File: config.mk
export PLATFORM = sky130hd
export DESIGN_NAME = instr_imm_packer_flat
export DESIGN_NICKNAME = d
export VERILOG_FILES = /design/src/rtl/instr_imm_packer_if.sv /design/src/rtl/instr_imm_packer.sv /design/src/flat_wrapper.sv
export SDC_FILE = /design/constraint.sdc
export NUM_CORES = 1
export LEC_CHECK = 0
export CORE_MARGIN = 2
export CORE_UTILIZATION = 56
export CTS_CLUSTER_SIZE = 30
export DETAILED_ROUTE_END_ITERATION = 6
export PLACE_DENSITY_LB_ADDON = 0.05
export SKIP_CTS_REPAIR_TIMING = 1
export SLEW_MARGIN = 10
export SYNTH_ARGS = -nofsm -noshare
export SYNTH_HDL_FRONTEND = slang
export SYNTH_SLANG_ARGS = --single-unit
File: constraint.sdc
create_clock -name clk -period 15.7 [get_ports clk]
set_clock_uncertainty 0.1 [all_clocks]
set_input_delay 3.14 -clock clk [delete_from_list [all_inputs] [get_ports clk]]
set_output_delay 3.14 -clock clk [all_outputs]
set_load 0.01 [all_outputs]
File: src/rtl/instr_imm_packer_if.sv
// -----------------------------------------------------------------------------
// instr_imm_packer_if
//
// Purpose:
//   Bundles the request channel (producer -> packer) and the response channel
//   (packer -> consumer) of instr_imm_packer into one interface.
//
// Handshake rule, identical on both channels:
//   A transfer completes on a rising clk edge where valid and ready are both 1.
//   The sender holds valid and its payload stable until that edge; ready may
//   change freely and never depends combinationally on the sender's valid.
//
// Signals:
//   in_valid   producer -> packer  request present
//   in_ready   packer -> producer  packer can take a request this cycle
//   in_immsrc  producer -> packer  format: 00 I, 01 S, 10 B, 11 pass-through
//   in_base    producer -> packer  instruction with immediate bits don't-care
//   in_imm     producer -> packer  signed immediate (B: byte offset)
//   out_valid  packer -> consumer  head FIFO entry valid
//   out_ready  consumer -> packer  head entry consumed
//   out_instr  packer -> consumer  packed instruction of head entry
//   out_addr   packer -> consumer  byte address of head entry
//   err_count  packer -> consumer  saturating count of rejected requests
//
// Modports:
//   master  the side that produces requests and consumes results (testbench)
//   slave   the packer itself
// -----------------------------------------------------------------------------
interface instr_imm_packer_if;
    logic        in_valid;
    logic        in_ready;
    logic [1:0]  in_immsrc;
    logic [31:0] in_base;
    logic [31:0] in_imm;
    logic        out_valid;
    logic        out_ready;
    logic [31:0] out_instr;
    logic [31:0] out_addr;
    logic [7:0]  err_count;

    modport master (
        output in_valid,
        output in_immsrc,
        output in_base,
        output in_imm,
        output out_ready,
        input  in_ready,
        input  out_valid,
        input  out_instr,
        input  out_addr,
        input  err_count
    );

    modport slave (
        input  in_valid,
        input  in_immsrc,
        input  in_base,
        input  in_imm,
        input  out_ready,
        output in_ready,
        output out_valid,
        output out_instr,
        output out_addr,
        output err_count
    );
endinterface

File: src/rtl/instr_imm_packer.sv
// -----------------------------------------------------------------------------
// instr_imm_packer
//
// Purpose:
//   Inserts a signed immediate into the immediate fields of a RISC-V style
//   instruction word (I, S or B layout, or pass-through), tags the result with
//   a running byte address, and queues {instr, addr} in a 2-entry FIFO.
//
// Ports:
//   clk    single clock, all state changes on the rising edge
//   reset  synchronous, active-high; clears FIFO, address counter, err_count
//   bus    instr_imm_packer_if.slave (request + response channels, see the
//          interface file for the valid/ready rule)
//
// Parameters:
//   START_ADDR  byte address given to the first packed instruction after reset
//
// Configuration macro:
//   IMM_RANGE_CHECK_EN
//     undefined (default): immediates are silently truncated to the field
//       width, every accepted request is pushed, err_count is tied to 0.
//     defined: I/S immediates must lie in -2048..2047, B immediates in
//       -4096..4094 and be even; pass-through is never checked. An illegal
//       request is still accepted (handshake completes) but is dropped,
//       does not consume an address and bumps the saturating err_count.
// -----------------------------------------------------------------------------
module instr_imm_packer #(
    parameter logic [31:0] START_ADDR = 32'h0000_0000
) (
    input  logic                  clk,
    input  logic                  reset,
    instr_imm_packer_if.slave     bus
);

    // -------------------------------------------------------------------------
    // Format encodings
    // -------------------------------------------------------------------------
    localparam logic [1:0] FMT_I    = 2'b00;
    localparam logic [1:0] FMT_S    = 2'b01;
    localparam logic [1:0] FMT_B    = 2'b10;

    // -------------------------------------------------------------------------
    // FIFO storage and control state
    // -------------------------------------------------------------------------
    logic [31:0] r_mem_instr [2];
    logic [31:0] r_mem_addr  [2];
    logic        r_wr_ptr;
    logic        r_rd_ptr;
    logic [1:0]  r_count;
    logic [31:0] r_addr;

    logic [31:0] w_pack_instr;
    logic        w_imm_legal;
    logic        w_in_ready;
    logic        w_out_valid;
    logic        w_accept;
    logic        w_push;
    logic        w_pop;

    // -------------------------------------------------------------------------
    // Immediate packing
    // -------------------------------------------------------------------------
    always_comb begin
        w_pack_instr = bus.in_base;
        case (bus.in_immsrc)
            FMT_I: begin
                w_pack_instr = {bus.in_imm[11:0], bus.in_base[19:0]};
            end
            FMT_S: begin
                w_pack_instr = {bus.in_imm[11:5], bus.in_base[24:12],
                                bus.in_imm[4:0], bus.in_base[6:0]};
            end
            FMT_B: begin
                // B immediate is a byte offset; bit 0 is implied zero and
                // bit 11 is folded down into instruction bit 7.
                w_pack_instr = {bus.in_imm[12], bus.in_imm[10:5],
                                bus.in_base[24:12],
                                bus.in_imm[4:1], bus.in_imm[11],
                                bus.in_base[6:0]};
            end
            default: begin
                w_pack_instr = bus.in_base;
            end
        endcase
    end

    // -------------------------------------------------------------------------
    // Immediate range check (optional)
    // -------------------------------------------------------------------------
`ifdef IMM_RANGE_CHECK_EN
    logic       w_err;
    logic [7:0] r_err_count;

    // A value fits an N-bit signed field when every bit from N-1 upward is a
    // copy of the sign bit, i.e. the top slice is all-zeros or all-ones.
    always_comb begin
        w_imm_legal = 1'b1;
        case (bus.in_immsrc)
            FMT_I, FMT_S: begin
                w_imm_legal = (&bus.in_imm[31:11]) | ~(|bus.in_imm[31:11]);
            end
            FMT_B: begin
                w_imm_legal = ((&bus.in_imm[31:12]) | ~(|bus.in_imm[31:12]))
                              & ~bus.in_imm[0];
            end
            default: begin
                w_imm_legal = 1'b1;
            end
        endcase
    end

    assign w_err = w_accept & ~w_imm_legal;

    always_ff @(posedge clk) begin
        if (reset) begin
            r_err_count <= 8'd0;
        end else if (w_err && (r_err_count != 8'hFF)) begin
            r_err_count <= r_err_count + 8'd1;
        end
    end

    assign bus.err_count = r_err_count;
`else
    // Without checking, bits above the widest field (B uses imm[12:1]) are
    // simply discarded.
    logic w_unused_imm_bits;
    assign w_unused_imm_bits = ^bus.in_imm[31:13];

    assign w_imm_legal   = 1'b1;
    assign bus.err_count = 8'd0;
`endif

    // -------------------------------------------------------------------------
    // Handshake decode
    // -------------------------------------------------------------------------
    // in_ready is a function of the registered count only, so a pop on this
    // edge cannot open a slot for a push on the same edge when full.
    assign w_in_ready  = (r_count < 2'd2);
    assign w_out_valid = (r_count != 2'd0);

    assign w_accept = bus.in_valid & w_in_ready;
    assign w_push   = w_accept & w_imm_legal;
    assign w_pop    = w_out_valid & bus.out_ready;

    // -------------------------------------------------------------------------
    // FIFO and address counter
    // -------------------------------------------------------------------------
    always_ff @(posedge clk) begin
        if (reset) begin
            r_count        <= 2'd0;
            r_wr_ptr       <= 1'b0;
            r_rd_ptr       <= 1'b0;
            r_addr         <= START_ADDR;
            r_mem_instr[0] <= 32'd0;
            r_mem_instr[1] <= 32'd0;
            r_mem_addr[0]  <= 32'd0;
            r_mem_addr[1]  <= 32'd0;
        end else begin
            if (w_push) begin
                r_mem_instr[r_wr_ptr] <= w_pack_instr;
                r_mem_addr[r_wr_ptr]  <= r_addr;
                r_wr_ptr              <= ~r_wr_ptr;
                // Wraps naturally modulo 2^32.
                r_addr                <= r_addr + 32'd4;
            end

            if (w_pop) begin
                r_rd_ptr <= ~r_rd_ptr;
            end

            case ({w_push, w_pop})
                2'b10:   r_count <= r_count + 2'd1;
                2'b01:   r_count <= r_count - 2'd1;
                default: r_count <= r_count;
            endcase
        end
    end

    // -------------------------------------------------------------------------
    // Outputs: payload is forced to zero whenever the FIFO is empty
    // -------------------------------------------------------------------------
    assign bus.in_ready  = w_in_ready;
    assign bus.out_valid = w_out_valid;
    assign bus.out_instr = w_out_valid ? r_mem_instr[r_rd_ptr] : 32'd0;
    assign bus.out_addr  = w_out_valid ? r_mem_addr[r_rd_ptr]  : 32'd0;

endmodule

File: src/flat_wrapper.sv
// flat-port wrapper written by rule: the top's interface ports become plain ports
module instr_imm_packer_flat 
#(
    parameter logic [31:0] START_ADDR = 32'h0000_0000
)
  (clk, reset, bus_in_valid, bus_in_immsrc, bus_in_base, bus_in_imm, bus_out_ready, bus_in_ready, bus_out_valid, bus_out_instr, bus_out_addr, bus_err_count);
  instr_imm_packer_if bus_i ();
  input  logic clk;
  input  logic reset;
  input wire logic [$bits(bus_i.in_valid)-1:0] bus_in_valid;
  input wire logic [$bits(bus_i.in_immsrc)-1:0] bus_in_immsrc;
  input wire logic [$bits(bus_i.in_base)-1:0] bus_in_base;
  input wire logic [$bits(bus_i.in_imm)-1:0] bus_in_imm;
  input wire logic [$bits(bus_i.out_ready)-1:0] bus_out_ready;
  output wire logic [$bits(bus_i.in_ready)-1:0] bus_in_ready;
  output wire logic [$bits(bus_i.out_valid)-1:0] bus_out_valid;
  output wire logic [$bits(bus_i.out_instr)-1:0] bus_out_instr;
  output wire logic [$bits(bus_i.out_addr)-1:0] bus_out_addr;
  output wire logic [$bits(bus_i.err_count)-1:0] bus_err_count;
  assign bus_i.in_valid = bus_in_valid;
  assign bus_i.in_immsrc = bus_in_immsrc;
  assign bus_i.in_base = bus_in_base;
  assign bus_i.in_imm = bus_in_imm;
  assign bus_i.out_ready = bus_out_ready;
  assign bus_in_ready = bus_i.in_ready;
  assign bus_out_valid = bus_i.out_valid;
  assign bus_out_instr = bus_i.out_instr;
  assign bus_out_addr = bus_i.out_addr;
  assign bus_err_count = bus_i.err_count;
  instr_imm_packer #(.START_ADDR(START_ADDR)) u_core (.clk(clk), .reset(reset), .bus(bus_i));
endmodule
After elaboration in Yosys (flattened, before gate mapping)
Memories as Yosys holds them, arrays and structs flattened. A register that Yosys moved wholly into a read port is not among the register bits.
Cells that the tools add are included.
Operators by class
  multiplexer cells: 19
  reduce and logical (&&, ||, !) cells: 5
  bitwise gates (word level): 4
  add/subtract/negate cells: 3
  $lt $le $gt $ge: 1
  equality and inequality tests: 4
Operators with widths (number)
  $mux W32: 4
  $pmux W32 S3: 1
  $reduce_or A32 Y1: 2
  $add A32 B3 Y32 const B: 1
  $mux W1: 13
  $eq A2 B1 Y1 const B: 2
  $eq A2 B2 Y1 const B: 2
  $pmux W2 S2: 1
  $reduce_bool A2 Y1: 2
  $add A2 B1 Y2 const B: 1
  $and A1 B1 Y1: 2
  $logic_not A2 Y1: 1
  $lt A2 B2 Y1 const B: 1
  $not A1 Y1: 2
  $sub A2 B1 Y2 const B: 1
Storage, ports and cells
  memories kept: 2
  input bits: 70
  memory bits (writable): 128
  flip-flop bits (word level): 36
Memories
  u_core.r_mem_addr: words 2, bits a word 32, rd ports 1, clocked after memory_dff 1, wr ports 2, RTL line instr_imm_packer.sv:46  | logic [31:0] r_mem_addr [2];
  u_core.r_mem_instr: words 2, bits a word 32, rd ports 1, clocked after memory_dff 1, wr ports 2, RTL line instr_imm_packer.sv:45  | logic [31:0] r_mem_instr [2];

Logic depth before layout (Yosys ltp)
  depth in word-level cells: 7
  mapped depth: 7

Least setup slack after synthesis
Ideal clock, no wire load.
  path type: input to register
  start: input port bus_in_valid
  end: memory u_core.r_mem_addr[0][10], enable pin
  data arrival time: 6.510 ns
  setup time: 0.495 ns
  path slack: 8.595 ns
  stages: 3
  path through: nor2b_1 inv_1 o21bai_1
RTL lines
  start, declared: RTL line flat_wrapper.sv:10  | input wire logic [$bits(bus_i.in_valid)-1:0] bus_in_valid;
  end, declared: RTL line instr_imm_packer.sv:46

==> results.md <==
* Vias per cell at 5.42
* Layout area overhead at 24.9%
* Most used DFF post-synth: edfxtp_1
* Max-cap violations at 0
* Multi-input gate area at 2770 um2
* Most common cell after layout, fill and taps aside: edfxtp_1
* YS warnings at 0
* Syn avg cell area at 11.6 um2
* Critical Path Max Stage Delay at 0.84 ns
* Global-route wire length before repair at 24500 um
* Placeable Area at 12800 um2
* Clock Latency Late Sink at 0.42 ns
* Die Y at 119 um
* CP top delay family: simple AND/OR/NAND/NOR gates
* Ant diodes at 0
* Crit-path cells: clkdlybuf4s50_1 > nor2b_1 > nand3b_1 > nand2b_2 > buf_4
* Num ports at 144
* Register area at 4430 um2
* H-tree Lvls at 4
* Post-synth ARST share at 0%
* Relative slew slack at 25.8%
* # nets final at 809
* Routed WL per cell at 16.4 um
* Antenna Nets Post-Route at 0
* Setup violators final at 0
* Layout fillers at 844
* Final hold vios at 0
* Final setup margin at 9.39 ns
* Cell Area, Synth at 7390 um2
* Period utilization at 40.2%
* Gr ovfl total at 0
* Initial antenna violation count at 0
* GPL Wtd Cong at 0.819
* CTS Sinks at 159
* P_leak at 3.26 nW
* Max-slew violations at 0
* Crit-path slowest cell: nand2b_2
* Die area at 14100 um2
* Worst endpoint required time at 15.65 ns
* Crit. End Element: flip-flop
* Highest clock rate at 0.158 GHz
* Post-Place Worst Slack at 8.89 ns
* Wirelength, routed at 15100 um
* Netlist cell types at 39
* Status: completed
* Die Width at 119 um
* Max FO, Critical Path at 38
* HP Class: flip-flop to flip-flop
* CTS Buf Count at 17
* Max VDD drop at 0.0875 mV
* Synth Instances at 637
* Power Density at 146 nW/um2
* Total negative slack at 0 ns
* CTS root buf: clkbuf_16
* Dpl hpwl at 9610 um
* Worst EP arrival at 6.26 ns
* Drt pass-1 iters at 4
* Largest net degree at the start of global routing at 63
* EDFF count, synth at 124
* Post-synthesis register bit count at 159
* Worst path bufs/invs at 2
* Commonest non-fill, non-tap cells in the layout: 124 x edfxtp_1, 117 x nor2_1, 114 x clkdlybuf4s50_1
* Ratio of cells with drive above 1 in the final layout at 7.07%
* CTS clk-pin slew, worst paths at 0.06 ns
* Share of the yosys chip area belonging to registers at 59.9%
* Overall Global Routing Usage at 22.1%
* # port buffers at 114
* Worst-Margin Slew at 1.11 ns
* Vias at 4997
* DRC Markers at 0
* Tmin final at 6.31 ns
* Initial cell density of the core at 57.9%
* CTS tree: yes
* Crit Path Class: input port to flip-flop
* Row Count at 41
* RSZ-0062 raised after global routing: false
* Worst hold slack at 0.394 ns
* Drt initial violations at 211
* Vias in the first global route at 4987
* CP Launch Type: input port
* Clk buf depth at 2
area by class of cell:
type                            instances  area share (%)
Clock buffer                           17            4.61
Clock inverter                         15            2.10
Inverter                                6           0.244
Multi-Input combinational cell        433            29.9
Sequential cell                       159            47.9
Tap cell                              172            2.33
Timing Repair Buffer                  120            12.8
registers in the layout, indices dropped and copies added, names as in the netlist, named ones only:
register	flops
u_core.r_addr	30
u_core.r_mem_addr	60
u_core.r_rd_ptr	1
u_core.r_count	2
u_core.r_wr_ptr	1
u_core.r_mem_instr	64
power by group:
| group | leakage, nW | switching (mW) | internal (mW) | total [mW] |
|---|---|---|---|---|
| clock network | 0.290 | 0.161 | 0.265 | 0.426 |
| registers | 1.60 | 0.0507 | 0.516 | 0.567 |
| logic | 1.37 | 0.176 | 0.178 | 0.354 |
| total | 3.26 | 0.387 | 0.959 | 1.35 |
per-layer routing:
metal  vias to the layer above  share of wire (%)  track usage, %
met4                         0                2.0            8.33
met3                        24                4.4            4.89
li1                       2435                  -               -
met5                         -                  0               0
met2                       126                 51            38.9
met1                      2412                 42            26.5
synthesized netlist by cell type (4+ instances only):
cell type | count | share of area [%]
o21ai_0 | 5 | 0.34
dfxtp_1 | 35 | 9.5
buf_4 | 10 | 1.0
xnor2_1 | 10 | 1.2
mux2i_1 | 79 | 11
clkbuf_1 | 33 | 1.7
xor2_1 | 4 | 0.47
inv_1 | 6 | 0.30
nand2_1 | 18 | 0.91
nand4_1 | 6 | 0.51
or4_1 | 17 | 1.7
edfxtp_1 | 124 | 50
and2_1 | 83 | 7.0
or3_1 | 6 | 0.51
o31ai_1 | 17 | 1.7
nand3_1 | 8 | 0.54
nor2_1 | 118 | 6.0
a21oi_1 | 21 | 1.4
nor4_1 | 4 | 0.34
through the flow:
stage	cells	utilization [%]	cell area (um2)	total power, mW
floorplan	646	-	7430	0.760
global placement	890	67.5	8620	0.925
detailed placement	890	67.5	8620	0.935
CTS	922	72.3	9240	1.36
global route	922	72.3	9240	1.41
finish	922	72.3	9240	1.35
cell families after synthesis:
family | share of synthesized area (%)
AOI/OAI and AO/OA | 3.59
xor gates and xnor gates | 1.66
adders and majority gates | 0.338
buffers and inverters | 3.62
DFF | 59.9
muxes | 11.0
other | 0.0507
and+or+nand+nor | 19.9
final timing paths:
check | from | end | slack, ns | cells after the start
worst min register to register | u_core.r_addr[31] | u_core.r_addr[31] | 0.39 | 2
worst min-delay path | u_core.r_addr[31] | u_core.r_addr[31] | 0.39 | 2
worst max register to register | u_core.r_count[1] | u_core.r_mem_instr[1][18] | 12.31 | 4
worst max-delay path | bus_in_valid | u_core.r_mem_instr[1][18] | 9.39 | 5
worst register-to-register path, cell delays in order, from the launching register on:
cell and delay (ns):
dfxtp_1 0.39, nor2b_1 0.35, nand3b_1 0.73, nand2b_2 0.85, buf_4 0.59
No activity file was read; power rests on OpenSTA's default activity.
